--- config.mk ---
export PLATFORM = sky130hd
export DESIGN_NAME = yc_noc_rr_arb
export DESIGN_NICKNAME = d
export VERILOG_FILES = /design/src/rtl/yc_noc_rr_arb.sv
export SDC_FILE = /design/constraint.sdc
export NUM_CORES = 1
export LEC_CHECK = 0
export BUFFER_PORTS_ARGS = -buffer_cell sky130_fd_sc_hd__buf_2
export CORE_ASPECT_RATIO = 1.5
export CORE_MARGIN = 5
export CORE_UTILIZATION = 47
export DETAILED_ROUTE_END_ITERATION = 10
export PLACE_DENSITY_LB_ADDON = 0.12
export SYNTH_ARGS = -nofsm -noshare
export SYNTH_HDL_FRONTEND = slang
export SYNTH_SLANG_ARGS = --single-unit
--- constraint.sdc ---
create_clock -name clk -period 6.7 [get_ports clk]
set_clock_uncertainty 0.05 [all_clocks]
set_input_delay 0.335 -clock clk [delete_from_list [all_inputs] [get_ports clk]]
set_output_delay 0.335 -clock clk [all_outputs]
set_load 0.05 [all_outputs]
--- src/rtl/yc_noc_rr_arb.sv ---
// Round-robin, packet-locking N:1 arbiter for a NoC output channel.
// The granted beat is captured in a one-entry output register that refills while it drains.
module yc_noc_rr_arb #(
  parameter  int N  = 4,
  parameter  int W  = 32,
  localparam int IW = $clog2(N)
) (
  input  logic              clk,
  input  logic              rst,
  input  logic [N-1:0]      s_valid,
  input  logic [N*W-1:0]    s_data,
  input  logic [N-1:0]      s_last,
  output logic [N-1:0]      s_ready,
  output logic              m_valid,
  output logic [W-1:0]      m_data,
  output logic              m_last,
  output logic [IW-1:0]     m_src,
  input  logic              m_ready
);

  typedef enum logic {IDLE, LOCK} state_t;

  state_t          state_reg, state_next;
  logic [IW-1:0]   ptr_reg, ptr_next;
  logic [IW-1:0]   lock_id_reg, lock_id_next;
  logic            out_full_reg, out_full_next;
  logic [W-1:0]    out_data_reg, out_data_next;
  logic            out_last_reg, out_last_next;
  logic [IW-1:0]   out_src_reg, out_src_next;

  logic [W-1:0]    s_data_arr [N];
  logic [IW-1:0]   rr_pick;
  logic [IW-1:0]   gnt;
  logic            any_valid;
  logic            can_acc;
  logic            xfer;

  generate
    for (genvar gi = 0; gi < N; gi++) begin : g_unpack
      assign s_data_arr[gi] = s_data[gi*W +: W];
    end
  endgenerate

  // Modular add that wraps at N, so non-power-of-2 N never reaches an unused index.
  function automatic logic [IW-1:0] rr_idx(input logic [IW-1:0] base, input int off);
    int sum;
    sum = int'(base) + off;
    if (sum >= N) sum = sum - N;
    return IW'(sum);
  endfunction

  // Scan from the highest offset down so the candidate nearest ptr wins.
  always_comb begin
    rr_pick   = ptr_reg;
    any_valid = |s_valid;
    for (int k = N - 1; k >= 0; k--) begin
      if (s_valid[rr_idx(ptr_reg, k)]) rr_pick = rr_idx(ptr_reg, k);
    end
  end

  assign gnt     = (state_reg == LOCK) ? lock_id_reg : rr_pick;
  assign can_acc = !out_full_reg || m_ready;

  always_comb begin
    s_ready = '0;
    if (!rst && can_acc && (state_reg == LOCK || any_valid)) s_ready[gnt] = 1'b1;
  end

  assign xfer = s_valid[gnt] && s_ready[gnt];

  always_comb begin
    state_next    = state_reg;
    ptr_next      = ptr_reg;
    lock_id_next  = lock_id_reg;
    out_full_next = out_full_reg;
    out_data_next = out_data_reg;
    out_last_next = out_last_reg;
    out_src_next  = out_src_reg;
    if (xfer) begin
      out_full_next = 1'b1;
      out_data_next = s_data_arr[gnt];
      out_last_next = s_last[gnt];
      out_src_next  = gnt;
      if (s_last[gnt]) begin
        state_next = IDLE;
        ptr_next   = rr_idx(gnt, 1);
      end else begin
        state_next   = LOCK;
        lock_id_next = gnt;
      end
    end else if (m_ready && out_full_reg) begin
      out_full_next = 1'b0;
    end
  end

  always_ff @(posedge clk or posedge rst) begin
    if (rst) begin
      state_reg    <= IDLE;
      ptr_reg      <= '0;
      lock_id_reg  <= '0;
      out_full_reg <= 1'b0;
      out_data_reg <= '0;
      out_last_reg <= 1'b0;
      out_src_reg  <= '0;
    end else begin
      state_reg    <= state_next;
      ptr_reg      <= ptr_next;
      lock_id_reg  <= lock_id_next;
      out_full_reg <= out_full_next;
      out_data_reg <= out_data_next;
      out_last_reg <= out_last_next;
      out_src_reg  <= out_src_next;
    end
  end

  assign m_valid = out_full_reg;
  assign m_data  = out_data_reg;
  assign m_last  = out_last_reg;
  assign m_src   = out_src_reg;

endmodule

==> flow_metrics.env <==
export IMPL_critPathRequiredTime_ps=6830
export IMPL_worst_ep_arrival_time_ps=3780
export IMPL_synth_common_cells="nand2_1 (73), dfrtp_1 (41), nor2b_1 (35), a211oi_1 (33)"
export IMPL_synth_area_leaders="dfrtp_1 (37%), a311oi_1 (10%), nand2_1 (9.8%), a211oi_1 (8.8%), a21o_1 (8.5%)"
export IMPL_layout_min_cycle_time_ps=3650
export IMPL_vias=3058
export IMPL_avgSynthCellArea_sq_um=8.73
export IMPL_portBuffers=178
export IMPL_path_max_fanout=104
export IMPL_grt_pass1_vias=2916
export IMPL_synth_most_common_cell="nand2_1"
export IMPL_root_buffer="clkbuf_8"
export IMPL_setup_violations=0
export IMPL_synth_seq_area_share_pct=36.5
export IMPL_endpoint_kind="flip-flop"
export IMPL_syn_inst=322
export IMPL_cpMostUsedCell="buf_4"
export IMPL_layout_area_seq_sq_um=1030
export IMPL_hp_class="in2reg"
export IMPL_grt_start_max_net_pins=105
export IMPL_nFillCells=528
export IMPL_synth_top_area_share_pct=36.5
export IMPL_rsz0062_at_grt="false"
export IMPL_max_clock_freq_ghz=0.274
export IMPL_dr_pass1_iters=4
export IMPL_drc_errors=0
export IMPL_startpoint_type="flip-flop"
export IMPL_async_flop_share_pct=100
export IMPL_ys_warn_count=0
export IMPL_wl_per_cell_um=14.7
export IMPL_dp_cells=547
export IMPL_chipHeight_um=105
export IMPL_fin_tns_setup_ps=0
export IMPL_start_util_pct=48.2
export IMPL_synth_edf_count=0
export IMPL_nets=622
export IMPL_antenna_found_initial=0
export IMPL_p_per_area_nw_per_um2=521
export IMPL_leakage_nw=2.01
export IMPL_path_cells="o2bb2ai_1 > a221oi_2 > a21boi_4 > buf_4 > a221o_1 > o211ai_4 > buf_4 > nand2b_1 > mux2_1"
export IMPL_drv_cap=0
export IMPL_io_pins=179
export IMPL_path_class="reg2reg"
export IMPL_coreArea_sq_um=5830
export IMPL_status="finished clean"
export IMPL_multi_input_area_sq_um=1620
export IMPL_post_route_period_util_pct=54.5
export IMPL_grt_use_total_pct=20.8
export IMPL_final_cells=556
export IMPL_hold_viol_final=0
export IMPL_postCtsResizedCells=0
export IMPL_cts_htree_levels=2
export IMPL_synth_main_ff_cell="dfrtp_1"
export IMPL_cts_made_buffers=5
export IMPL_ctsLongestPathBuffers=2
export IMPL_yosysUniqueCellTypes=35
export IMPL_synth_seq_cells=41
export IMPL_grt_ovfl_total=0
export IMPL_totalPowerFinal_mw=1.97
export IMPL_hpwl_um=6210
export IMPL_cts_tree="built"
export IMPL_final_layout_size_suffix_gt1_share_pct=40.7
export IMPL_syn_nets=461
export IMPL_crit_path_top_delay_cell="a221o_1"
export IMPL_die_x_um=73.1
export IMPL_synthToLayoutAreaGrowth_pct=34.4
export IMPL_slowest_delay_ps=500
export IMPL_viasPerCell=5.50
export IMPL_netlist_area_sq_um=2810
export IMPL_synth_top_area_cell="dfrtp_1"
export IMPL_slew_headroom_pct=35.7
export IMPL_clk_pin_slew_ps=80
export IMPL_peakVddDrop_uv=278
export IMPL_finish_utilization_pct=64.8
export IMPL_insertion_delay_ps=290
export IMPL_ant_nets=0
export IMPL_n_antenna_cell=0
export IMPL_drt_wl_total_um=8170
export IMPL_dieArea_sq_um=7660
export IMPL_numClockSinks=41
export IMPL_finalMaxSlewViolations=0
export IMPL_rows=34
export IMPL_grt_first_pass_wirelength_um=13000
export IMPL_drt_iter0_markers=155
export IMPL_largest_register_ffs=32
export IMPL_place_congestion=0.864
export IMPL_tightest_slew_ps=964
## layout by cell type (no fill, tap or decap), types with 2 or more instances in the layout
cell type,synthesis,final
nand2_1,73,73
nor3_1,2,2
clkbuf_8,0,5
buf_4,3,5
dfrtp_1,41,41
buf_2,11,178
a21o_1,32,32
a211oi_1,33,33
nor2_1,8,8
inv_1,3,2
a311oi_1,32,32
mux2i_1,5,5
o21ai_1,6,6
nand2b_1,3,3
nor2b_1,35,35
## worst paths after layout
kind	start	endpoint	slack [ps]	cells after the start
worst max-delay path	ptr_reg[1]$_DFFE_PP0P_	ptr_reg[1]$_DFFE_PP0P_	3050	9
worst min-delay path	m_ready	m_valid$_DFFE_PP0P_	290	3
worst max register to register	ptr_reg[1]$_DFFE_PP0P_	ptr_reg[1]$_DFFE_PP0P_	3050	9
worst min register to register	m_data[22]$_DFFE_PP0P_	m_data[22]$_DFFE_PP0P_	430	1
max in group asynchronous	rst	m_data[1]$_DFFE_PP0P_	5500	4
min in group asynchronous	rst	m_valid$_DFFE_PP0P_	430	3
## per-stage QoR
step	area (sq um)	setup WS, ps	hold WS [ps]
finish	3780	3050	294
global route	3780	2720	315
floorplan	2810	3950	440
global placement	3670	3070	170
detailed placement	3670	3000	177
CTS	3780	2990	285
## power by group
part | internal (mW) | total (mW) | switching (mW)
registers | 0.370 | 0.444 | 0.0747
clock network | 0.0752 | 0.166 | 0.0906
logic | 0.413 | 1.36 | 0.945
total | 0.858 | 1.97 | 1.11
## worst max-delay path, delay by kind of cell, from the launching register on
family	cells	cell delay (ps)
flops	1	480
mux	1	330
buf+inv	2	880
compound gates	5	1510
simple gates	1	250
## layout make-up
| cell class | instances | area share [%] |
|---|---|---|
| Timing Repair Buffer | 184 | 24.9 |
| Multi-Input combinational cell | 248 | 42.8 |
| Clock buffer | 5 | 1.82 |
| Inverter | 3 | 0.298 |
| Sequential cell | 41 | 27.2 |
| Tap cell | 72 | 2.39 |
| Clock inverter | 3 | 0.663 |
## routing by layer
layer / share of wire [%] / global-route usage (%) / up-vias
li1: - / - / 1507
met1: 37 / 24.0 / 1432
met4: 2.2 / 6.73 / 0
met2: 54 / 37.4 / 105
met3: 6.6 / 4.13 / 14
met5: 0 / 0 / -
## repair_timing
item	4_1_cts	5_1_grt
hold buffers	1	0
hold endpoints to repair	4	0
setup buffers	0	0
## logic make-up (layout without fill, tap and decap cells)
family / Yosys count / after routing / share of synthesized area [%]
and+or+nand+nor: 123 / 123 / 20.2
AOI/OAI and AO/OA: 117 / 117 / 33.4
DFF: 41 / 41 / 36.5
buffers and inverters: 33 / 195 / 6.90
muxes: 7 / 7 / 2.72
xor gates and xnor gates: 1 / 1 / 0.312
No activity file was read; power rests on OpenSTA's default activity.
